## src/rtl/mem_arb.sv

```systemverilog
// mem_arb: shares one memory port between instruction fetch and the LSU.
// Data requests normally win. A starvation counter forces a fetch grant after
// STARVE_MAX data grants made while fetch was waiting. A fetch flush discards
// the result of an in-flight fetch but still lets that access complete.
module mem_arb #(
    parameter int LATENCY    = 2,
    parameter int STARVE_MAX = 3
) (
    input  logic        clk,
    input  logic        rst,
    input  logic        if_req,
    input  logic [15:0] if_addr,
    input  logic        if_flush,
    input  logic        ls_req,
    input  logic        ls_we,
    input  logic [15:0] ls_addr,
    input  logic [31:0] ls_wdata,
    output logic        mem_en,
    output logic        mem_we,
    output logic [15:0] mem_addr,
    output logic [31:0] mem_wdata,
    input  logic [31:0] mem_rdata,
    output logic        if_ack,
    output logic        ls_ack,
    output logic [31:0] rd_data,
    output logic        busy
);
    localparam int CW = (LATENCY > 1) ? $clog2(LATENCY) : 1;
    localparam int SW = $clog2(STARVE_MAX + 1);

    typedef enum logic {IDLE, ACCESS} state_t;

    state_t        state;
    logic          owner_if;    // 1 = current access belongs to fetch
    logic          drop;        // fetch result flushed while in flight
    logic [CW-1:0] cnt;
    logic [SW-1:0] starve_cnt;

    logic if_elig, ls_elig, starved, grant_if, grant_ls;

    // Arbitration: a requester is masked in its own ack cycle so a held
    // request is not re-granted before the requester has seen the ack.
    always_comb begin
        if_elig  = if_req & ~if_ack & ~if_flush;
        ls_elig  = ls_req & ~ls_ack;
        starved  = (starve_cnt == SW'(STARVE_MAX));
        grant_if = if_elig & (~ls_elig | starved);
        grant_ls = ls_elig & ~grant_if;
    end

    // Single-process FSM; all outputs registered alongside the state.
    always_ff @(posedge clk) begin
        if (rst) begin
            state      <= IDLE;
            owner_if   <= 1'b0;
            drop       <= 1'b0;
            cnt        <= '0;
            starve_cnt <= '0;
            mem_en     <= 1'b0;
            mem_we     <= 1'b0;
            mem_addr   <= '0;
            mem_wdata  <= '0;
            if_ack     <= 1'b0;
            ls_ack     <= 1'b0;
            rd_data    <= '0;
            busy       <= 1'b0;
        end else begin
            if_ack <= 1'b0;
            ls_ack <= 1'b0;
            case (state)
                IDLE: begin
                    drop <= 1'b0;
                    if (grant_if) begin
                        owner_if   <= 1'b1;
                        mem_addr   <= if_addr;
                        mem_we     <= 1'b0;
                        mem_wdata  <= '0;
                        mem_en     <= 1'b1;
                        busy       <= 1'b1;
                        cnt        <= CW'(LATENCY - 1);
                        starve_cnt <= '0;
                        state      <= ACCESS;
                    end else if (grant_ls) begin
                        owner_if  <= 1'b0;
                        mem_addr  <= ls_addr;
                        mem_we    <= ls_we;
                        mem_wdata <= ls_wdata;
                        mem_en    <= 1'b1;
                        busy      <= 1'b1;
                        cnt       <= CW'(LATENCY - 1);
                        state     <= ACCESS;
                        if (if_req) begin
                            if (!starved)
                                starve_cnt <= starve_cnt + 1'b1;
                        end else begin
                            starve_cnt <= '0;
                        end
                    end else if (!if_req) begin
                        starve_cnt <= '0;
                    end
                end
                ACCESS: begin
                    if (cnt == '0) begin
                        rd_data <= mem_rdata;
                        if (owner_if)
                            if_ack <= ~(drop | if_flush);
                        else
                            ls_ack <= 1'b1;
                        mem_en <= 1'b0;
                        mem_we <= 1'b0;
                        busy   <= 1'b0;
                        drop   <= 1'b0;
                        state  <= IDLE;
                    end else begin
                        cnt <= cnt - 1'b1;
                        if (owner_if && if_flush)
                            drop <= 1'b1;
                    end
                end
                default: state <= IDLE;
            endcase
        end
    end
endmodule

```

## config.mk

```make
export PLATFORM = sky130hd
export DESIGN_NAME = mem_arb
export DESIGN_NICKNAME = d
export VERILOG_FILES = /design/src/rtl/mem_arb.sv
export SDC_FILE = /design/constraint.sdc
export NUM_CORES = 1
export LEC_CHECK = 0
export BUFFER_PORTS_ARGS = -buffer_cell sky130_fd_sc_hd__clkbuf_2
export CAP_MARGIN = 15
export CORE_MARGIN = 5
export CORE_UTILIZATION = 47
export CTS_BUF_LIST = sky130_fd_sc_hd__clkbuf_8
export CTS_CLUSTER_SIZE = 30
export DETAILED_ROUTE_END_ITERATION = 8
export PLACE_DENSITY = 0.82
export SLEW_MARGIN = 20
export SYNTH_ARGS = -nofsm -noshare
export SYNTH_HDL_FRONTEND = slang
export SYNTH_SLANG_ARGS = --single-unit
```

## constraint.sdc

```tcl
create_clock -name clk -period 2.1 [get_ports clk]
set_clock_uncertainty 0.05 [all_clocks]
set_input_delay 0.63 -clock clk [delete_from_list [all_inputs] [get_ports clk]]
set_output_delay 0.63 -clock clk [all_outputs]
set_load 0.005 [all_outputs]
```

==> metrics.txt <==
Die Ht=98.2 um; CP Cell Sequence=clkbuf_2; Worst Path Max Fanout=7; initial antenna violation count=0; CTS Hold Bufs=0; kind of cell adding the most delay to the critical path=flip-flops; core area=between 7000 and 8000 sq um; Hold Violations, Final=0; final worst-path cycle share=83.5%; Post-synth ARST share=0%; gr usage total=between 20% and 30%; top cells by count, synth=dfxtp_1 (90), nand3_1 (50), a21oi_1 (35); Mapped Cells=372; Peak Freq=570 MHz; number of buffers added on ports=186; Final Max Tran Viols=0; Mean Syn Cell Area=9.82 sq um; Root Buffer=clkbuf_8; Net Sw Frac=28.4%; critical path's slowest cell=dfxtp_1; CP Data Arrival Time=1070 ps; worst setup path end=if_ack; post-synth design cell area=3650 sq um; cts repair resizes=0; power density cells=approximately 800 nW/um^2; Switching Power=roughly 1.1 mW; yosys warns=0; status=finished clean; largest net degree at the start of global routing=46; Req. time, crit path=1420 ps; Filler cells=around 640; CP startpoint kind=register; final setup margin=around 350 ps; Post-Place Cells=631; LEAKAGE=between 2 and 2.5 nW; Final Power=3.88 mW; Synth area leader=dfxtp_1; TritonCTS clock tree=done; slew margin rel.=71.2%; Final Non-Filler Cells=647; Detailed Route Iter0 Violations=around 230; post-synthesis sequential area ratio=49.3%; Routed Antenna Nets=0; combinational power share=18.6%; Die ar.=9630 sq um; Setup Fix Bufs, Post-CTS=0; Nets=643; worst r2r path cells=5; top-count cell post-synth=dfxtp_1; critical path class=reg -> out; top_reg_cell synth=dfxtp_1; Area Overhead vs Synth=33.2%; worst vdd ir=around 0.34 mV; Final Instance Area=4870 sq um; # setup viols final=0; row count=32; Die Wd=98.2 um; Worst Hold Class=reg -> reg; Synth Net Count=~480; Clock Latency Late Sink=350 ps; Int Power=2.77 mW; layout cells sized above 1=42.2%; fin crit period=1750 ps; final wirelength=10.9 mm; reg2reg end=mem_addr[1]; CP bufs+invs=1; MaxCap Viol Count=0; Vias=3741; CTS max path bufs=2; Critical Path Stages=1; depth of the CTS H-tree=3; crit-path max cell delay=between 500 and 600 ps; Slew @ Worst Pin=433 ps; number of flops mapped to enable cells by yosys=0; Antenna Cells=0; number of global-route vias before repair=3707; first-pass GRT wire length=17.9 mm; CP startpoint=if_ack; DR pass1 iterations=4; worst slack at placement=136 ps; Initial Utilization=a little under half; Synth area leaders=dfxtp_1 (49%), a22o_1 (7.7%), o2111ai_1 (7.7%), nand3_1 (6.9%), a21oi_1 (4.8%); # IOs=187; Post-Place Cell Area=roughly 4700 sq um; synthesized flop and latch total=90; reg2reg setup slack=about 400 ps; Layout Utilization=63.6%; Final HPWL DP=~8 mm; drt drc=0; Yosys cell types=35; setup_tns=0 ps; Final Hold Slack=418 ps; vias per inst=5.78; Critical Path End Type=output port; RSZ-0062 raised after global routing=no; Num CTS Buffers=9; clock share of power=31.9%; r2r startpoint=starve_cnt[0]; RePlAce Congestion=around 0.82; clk slew on worst S/H paths=90 ps; share of Yosys cell area claimed by the top area cell type=49.3%; drt wl/cell=about 17 um; total grt overflow=0; # clock sinks=90; Sequential Power Share=49.6%
[cell type report]
type	count	area [sq um]	area share, %
sequential	90	1800	37.0
multi-input combinational	231	1590	32.6
timing repair buffer	203	1120	23.0
clock buffer	10	138	2.83
tap	102	128	2.62
clock inverter	6	73.8	1.52
inverter	5	18.8	0.386
[cells in the final DEF (no fill, tap or decap), types with 2 or more instances in the layout]
| cell | count |
|---|---|
| clkbuf_2 | 186 |
| dfxtp_1 | 90 |
| nand3_1 | 50 |
| a21oi_1 | 34 |
| a22o_1 | 32 |
| o2111ai_1 | 32 |
| o21ai_0 | 18 |
| nor3_1 | 18 |
| a311oi_1 | 16 |
| buf_4 | 12 |
| clkbuf_8 | 10 |
| inv_1 | 5 |
| buf_12 | 5 |
| or3b_2 | 3 |
| nor3b_2 | 2 |
| nor2_1 | 2 |
| nand4_1 | 2 |
| nand2_1 | 2 |
| mux2i_1 | 2 |
| nor4_1 | 2 |
| clkinvlp_4 | 2 |
[state kept, by name, summed over array words and instances, names as in the netlist]
signal	count
ls_ack	1
busy	1
starve_cnt	2
mem_we	1
mem_wdata	32
drop	1
cnt	1
owner_if	1
if_ack	1
state	1
rd_data	32
mem_addr	16
[power groups by stage]
stage,clock network [mW],logic [mW],registers [mW]
detailed placement,0,0.719,1.96
global route,1.34,0.787,1.94
floorplan,0,0.389,1.96
CTS,1.27,0.720,1.92
global placement,0,0.699,1.95
finish,1.24,0.720,1.92
[cell families after synthesis]
| kind of cell | Yosys count | share of synthesized area (%) |
|---|---|---|
| AOI/OAI and AO/OA | 138 | 27.5 |
| adders and majority gates | 1 | 0.343 |
| buffers and inverters | 51 | 7.57 |
| DFF | 90 | 49.3 |
| muxes | 2 | 0.548 |
| and+or+nand+nor | 90 | 14.7 |
[worst min path at each step]
stage / from / end / slack (ps) / cells past startpoint
2_1_floorplan: owner_if / ls_ack / 390 / 1
3_3_place_gp: mem_wdata[0] / mem_wdata[0] / 400 / 2
3_5_place_dp: mem_wdata[16] / mem_wdata[16] / 410 / 2
4_1_cts: mem_rdata[17] / rd_data[17] / 410 / 2
5_1_grt: mem_rdata[21] / rd_data[21] / 420 / 2
6_report: mem_wdata[2] / mem_wdata[2] / 420 / 2
[layer usage]
metal	track usage, %	part of all wire, %	vias up	wire length [um]
met1	26.7	38	1743	4160
met4	9.03	2.1	0	235
met3	4.50	8.3	24	909
met2	37.9	51	193	5630
li1	-	-	1781	-
met5	0	0	-	0
[worst register-to-register path, stage by stage, from the launching register on]
cell and delay [ps]:
dfxtp_1 340, ha_1 250, nor3b_2 330, buf_4 250, o21ai_0 110, a311oi_1 290
(Power assumes the default switching activity.)
